<file path="src/rtl/vec_loader.sv">
`default_nettype none
// ============================================================================
//  Module      : vec_loader
//  Description : Drains one vector of tokens from an input FIFO into the
//                shared vector RAM (addresses 0..len-1), then hands the
//                vector to the max stage with a start pulse and waits for
//                its done before accepting another vector.
//  Revision    : 1.0  initial release
// ============================================================================
module vec_loader #(
  parameter int WIDTH = 10,
  parameter int DEPTH = 16   // maximum vector length, must be <= 2**WIDTH-1
) (
  input  logic             clk,
  input  logic             rst,
  input  logic             go,
  input  logic [WIDTH-1:0] length_in,
  input  logic             fifo_empty,
  input  logic [WIDTH-1:0] fifo_data,
  output logic             fifo_rd_en,
  output logic             mem_wr_en,
  output logic [WIDTH-1:0] mem_wr_addr,
  output logic [WIDTH-1:0] mem_wr_data,
  output logic             start_out,
  output logic [WIDTH-1:0] vec_len,
  input  logic             done_in,
  output logic             busy,
  output logic             load_done,
  output logic             len_err
);

  typedef enum logic [2:0] {
    S_IDLE  = 3'd0,
    S_LOAD  = 3'd1,
    S_START = 3'd2,
    S_WAIT  = 3'd3,
    S_FIN   = 3'd4
  } state_t;

  localparam logic [WIDTH-1:0] c_depth = WIDTH'(DEPTH);
  localparam logic [WIDTH-1:0] c_one   = {{(WIDTH-1){1'b0}}, 1'b1};

  state_t           r_state;
  logic [WIDTH-1:0] r_len;
  logic [WIDTH-1:0] r_rd_cnt;
  logic [WIDTH-1:0] r_wr_cnt;
  logic             r_rd_valid;
  logic             r_start;
  logic             r_load_done;
  logic             r_len_err;
  logic             r_busy;

  logic             w_go_legal;
  logic             w_rd_en;
  logic             w_last_wr;

  // A length is legal when it is non-zero and fits the RAM.
  assign w_go_legal = (length_in != '0) && (length_in <= c_depth);

  // Pop only while loading, when data exists and the vector is not yet fully read.
  assign w_rd_en    = (r_state == S_LOAD) && !fifo_empty && (r_rd_cnt < r_len);

  // The write carrying the final token of the vector.
  assign w_last_wr  = r_rd_valid && (r_wr_cnt == r_len - c_one);

  assign fifo_rd_en  = w_rd_en;
  assign mem_wr_en   = r_rd_valid;
  assign mem_wr_addr = r_wr_cnt;
  assign mem_wr_data = fifo_data;
  assign start_out   = r_start;
  assign vec_len     = r_len;
  assign busy        = r_busy;
  assign load_done   = r_load_done;
  assign len_err     = r_len_err;

  // Control FSM, counters and registered handshake outputs.
  always_ff @(posedge clk) begin
    if (!rst) begin
      r_state     <= S_IDLE;
      r_len       <= '0;
      r_rd_cnt    <= '0;
      r_wr_cnt    <= '0;
      r_rd_valid  <= 1'b0;
      r_start     <= 1'b0;
      r_load_done <= 1'b0;
      r_len_err   <= 1'b0;
      r_busy      <= 1'b0;
    end else begin
      // Pulses default low; the FIFO read data is valid one cycle after a pop.
      r_start     <= 1'b0;
      r_load_done <= 1'b0;
      r_len_err   <= 1'b0;
      r_rd_valid  <= w_rd_en;

      case (r_state)
        S_IDLE: begin
          if (go) begin
            if (w_go_legal) begin
              r_len    <= length_in;
              r_rd_cnt <= '0;
              r_wr_cnt <= '0;
              r_busy   <= 1'b1;
              r_state  <= S_LOAD;
            end else begin
              r_len_err <= 1'b1;
            end
          end
        end

        S_LOAD: begin
          if (w_rd_en) begin
            r_rd_cnt <= r_rd_cnt + c_one;
          end
          if (r_rd_valid) begin
            r_wr_cnt <= r_wr_cnt + c_one;
          end
          if (w_last_wr) begin
            r_start <= 1'b1;
            r_state <= S_START;
          end
        end

        S_START: begin
          r_state <= S_WAIT;
        end

        S_WAIT: begin
          if (done_in) begin
            r_load_done <= 1'b1;
            r_state     <= S_FIN;
          end
        end

        S_FIN: begin
          r_busy  <= 1'b0;
          r_state <= S_IDLE;
        end

        default: begin
          r_busy  <= 1'b0;
          r_state <= S_IDLE;
        end
      endcase
    end
  end

endmodule
`default_nettype wire
</file>
<file path="config.mk">
export PLATFORM = sky130hd
export DESIGN_NAME = vec_loader
export DESIGN_NICKNAME = d
export VERILOG_FILES = /design/src/rtl/vec_loader.sv
export SDC_FILE = /design/constraint.sdc
export NUM_CORES = 1
export LEC_CHECK = 0
export CAP_MARGIN = 20
export CORE_ASPECT_RATIO = 0.75
export CORE_MARGIN = 4
export CORE_UTILIZATION = 40
export CTS_CLUSTER_DIAMETER = 50
export DETAILED_ROUTE_END_ITERATION = 8
export GPL_TIMING_DRIVEN = 0
export PLACE_DENSITY_LB_ADDON = 0.25
export SYNTH_ARGS = -nofsm -noshare
export SYNTH_HDL_FRONTEND = slang
export SYNTH_SLANG_ARGS = --single-unit
export TNS_END_PERCENT = 5
</file>
<file path="constraint.sdc">
create_clock -name clk -period 4.1 [get_ports clk]
set_input_delay 1.23 -clock clk [delete_from_list [all_inputs] [get_ports clk]]
set_output_delay 1.23 -clock clk [all_outputs]
set_load 0.005 [all_outputs]
</file>
==> results.ini, run 1 <==
[run_status]
status = completed

[power]
power_per_cell_area_nw_per_um2 = 228.4
ir_drop_uv = 171.4
p_leak_nw = 1.197

[clocking]
cts_tree = done
cts_sinks = 38
clkTransAtPathRegs_ns = 0.07
clk_path_buf_depth = 2
numCtsBuffers = 5
root_buffer = clkbuf_8
clock_latency_ns = 0.29
cts_hold_buf = 0
cts_max_level = 2

[worst_setup_path]
reg2reg_depth = 11
critPathCapture = fifo_rd_en
end_kind = output pin
worstPathRequired_ns = 2.87
setup.worst_path.class = in2out
crit_start = fifo_empty
reg2reg_slack_ns = 1.47
crit_arrival_ns = 2.60
crit_fanout = 2
r2r-end = r_rd_cnt[5]$_SDFFE_PN0P_
startpoint_type = input pin
r2r-start = vec_len[3]$_SDFFE_PN0P_

[placed_design]
place_inst = 400
port_buffers = 49
hpwl_mm = 4.491
routabilityCongestion = 0.8125
detailedPlace.worstSlack_ns = -0.2469

[global_route]
grt.total_usage = 0.1673
grt_pass1_vias = 2005
grt_pass1_wl_mm = 9.825
grt_max_degree = 13
antenna_found_initial = 0
overflow = 0

[detailed_routing]
dr.first_iter.drc_count = 87
ant_nets = 0
finalWirelength_mm = 5.828
viasPerCell = 5.277
route.detailed.drc = 0
avgRoutedWirePerCell_um = 14.28
vias = 2153
drt_pre_antenna_iters = 4

[layout]
n_antenna_cell = 0
fillers = 535
drive_gt1_frac = 0.1212
final_nets = 366
syn2layout_area_growth_pct = 29.05
fin_cells = 408

[logic_synthesis]
synth-seq-area-share = 0.3200
syn_area_um2 = 2377
synth_cells = 273
synth_edf_count = 0
synth_cell_type_count = 56
synth_nets = 310
ys_async_sr_fraction = 0
avgSynthCellArea_um2 = 8.708
yosys_warnings = 0
synth-seq-cells = 38
yosys_most_used_dff = dfxtp_1

[sta]
setup_viol = 0
worstMarginPinSlew_ns = 0.5968
fin_crit_ns = 3.830
drv_slew = 0
worst_slack_ns = 0.2698
max_freq_mhz = 261.1
grt_setup_unrepaired = no
hold_viol_final = 0
maxSlewHeadroom = 0.6013
clock-skew-final_ns = 0.005321
finalCritPeriodShare = 0.9342

[floorplanning]
fp.dieW_um = 97.02
die_area_um2 = 7254
core_area_um2 = 5796
row_count = 24
start_util = 0.4102
ioPinCount = 61
dieHeight_um = 74.77

[min_path]
holdPathStages = 2
hp-class = reg2reg

[job]
maxCapViolations = 0

[routing by layer]
layer / global-route usage / wire length, um
met5: 0 / 0
met4: 0.04206 / 61
met3: 0.03889 / 345
met2: 0.2706 / 2502
met1: 0.2294 / 2918
[cell families after synthesis]
family | Yosys count | share of synthesized area
compound gates | 55 | 0.1811
mux | 5 | 0.02105
xor+xnor | 16 | 0.06211
flops | 38 | 0.3200
buf+inv | 34 | 0.07684
simple gates | 113 | 0.2758
fa+ha+maj | 12 | 0.06316
[critical path, cell delays in order]
cell,delay [ns]
clkdlybuf4s50_1,0.41
a211oi_2,0.15
nand2_1,0.07
a2111o_1,0.41
inv_1,0.08
dlygate4sd2_1,0.24
[placed cells by master, fill, tap and decap left out, types with 9 or more instances in the layout]
cell,count
dfxtp_1,38
xnor2_1,9
buf_4,12
clkdlybuf4s50_1,48
nand2_1,22
ha_1,12
inv_1,12
o2111ai_1,9
a21oi_1,12
nor2_1,23
a2111o_1,9
nand3_1,14
[Yosys cell counts (all sizes together), types with 7 or more instances]
cell type / n / area [um^2]
a2111o: 9 / 101.4
a21oi: 12 / 60.06
and3: 7 / 43.79
buf: 17 / 117.6
dfxtp: 38 / 760.7
ha: 12 / 150.1
inv: 12 / 45.04
nand2: 22 / 82.58
nand3: 15 / 87.59
nor2: 25 / 103.9
nor2b: 8 / 50.05
o2111ai: 9 / 78.83
o21ai: 9 / 45.04
xnor2: 10 / 95.10
[report_power, final]
part | leakage, nW | switching, mW | total, mW | internal (mW)
clock network | 0.0472 | 0.137 | 0.272 | 0.135
registers | 0.306 | 0.000766 | 0.370 | 0.370
logic | 0.844 | 0.0234 | 0.0583 | 0.0349
[sequential cells by signal, indices dropped and copies added (netlist names)]
register,cells
mem_wr_addr,10
r_rd_cnt,10
vec_len,10
r_state,3
busy,1
len_err,1
load_done,1
mem_wr_en,1
start_out,1
[stage by stage]
stage | utilization | cell area, um^2 | TNS [ns] | hold slack (ns) | total power, mW
2_1_floorplan | - | 2377 | 0 | 0.4605 | 0.4055
3_3_place_gp | 0.5117 | 2965 | -0.2739 | 0.4694 | 0.4372
3_5_place_dp | 0.5117 | 2965 | -0.2469 | 0.4811 | 0.4375
4_1_cts | 0.5294 | 3068 | 0 | 0.5040 | 0.7107
5_1_grt | 0.5294 | 3068 | 0 | 0.5552 | 0.7282
6_report | 0.5294 | 3068 | 0 | 0.4990 | 0.7007
[worst min-delay path by stage]
| stage | start | endpoint | slack (ns) |
|---|---|---|---|
| 2_1_floorplan | busy$_SDFFE_PN0P_ | busy$_SDFFE_PN0P_ | 0.46 |
| 3_3_place_gp | busy$_SDFFE_PN0P_ | busy$_SDFFE_PN0P_ | 0.47 |
| 3_5_place_dp | busy$_SDFFE_PN0P_ | busy$_SDFFE_PN0P_ | 0.48 |
| 4_1_cts | busy$_SDFFE_PN0P_ | busy$_SDFFE_PN0P_ | 0.50 |
| 5_1_grt | busy$_SDFFE_PN0P_ | busy$_SDFFE_PN0P_ | 0.56 |
| 6_report | busy$_SDFFE_PN0P_ | busy$_SDFFE_PN0P_ | 0.50 |
[area by class of cell]
cell class	count	area [um^2]	share of cell area
Buffer	21	133.9	0.04364
Clock buffer	6	82.58	0.02692
Clock inverter	2	12.51	0.004078
Inverter	12	45.04	0.01468
Multi-Input combinational cell	201	1439	0.4690
Sequential cell	38	760.7	0.2480
Tap cell	78	97.59	0.03181
Timing Repair Buffer	50	496.7	0.1619
[repair_timing]
| action | 4_1_cts | 5_1_grt |
|---|---|---|
| setup buffers | 1 | 0 |
| setup endpoints to repair | 1 | 0 |
| gates resized for setup | 2 | 0 |
Note: power is estimated with default switching activity, not from simulation.
==> run 2: changes to the inputs <==
Settings changed: SLEW_MARGIN set to 25.
==> results of run 2 <==
Final layout, timing and power as in run 1 (identical DEF).
==> run 3: changes to the inputs <==
Settings changed: CTS_CLUSTER_SIZE set to 25.
==> results of run 3 <==
Final layout, timing and power as in run 1 (identical DEF).
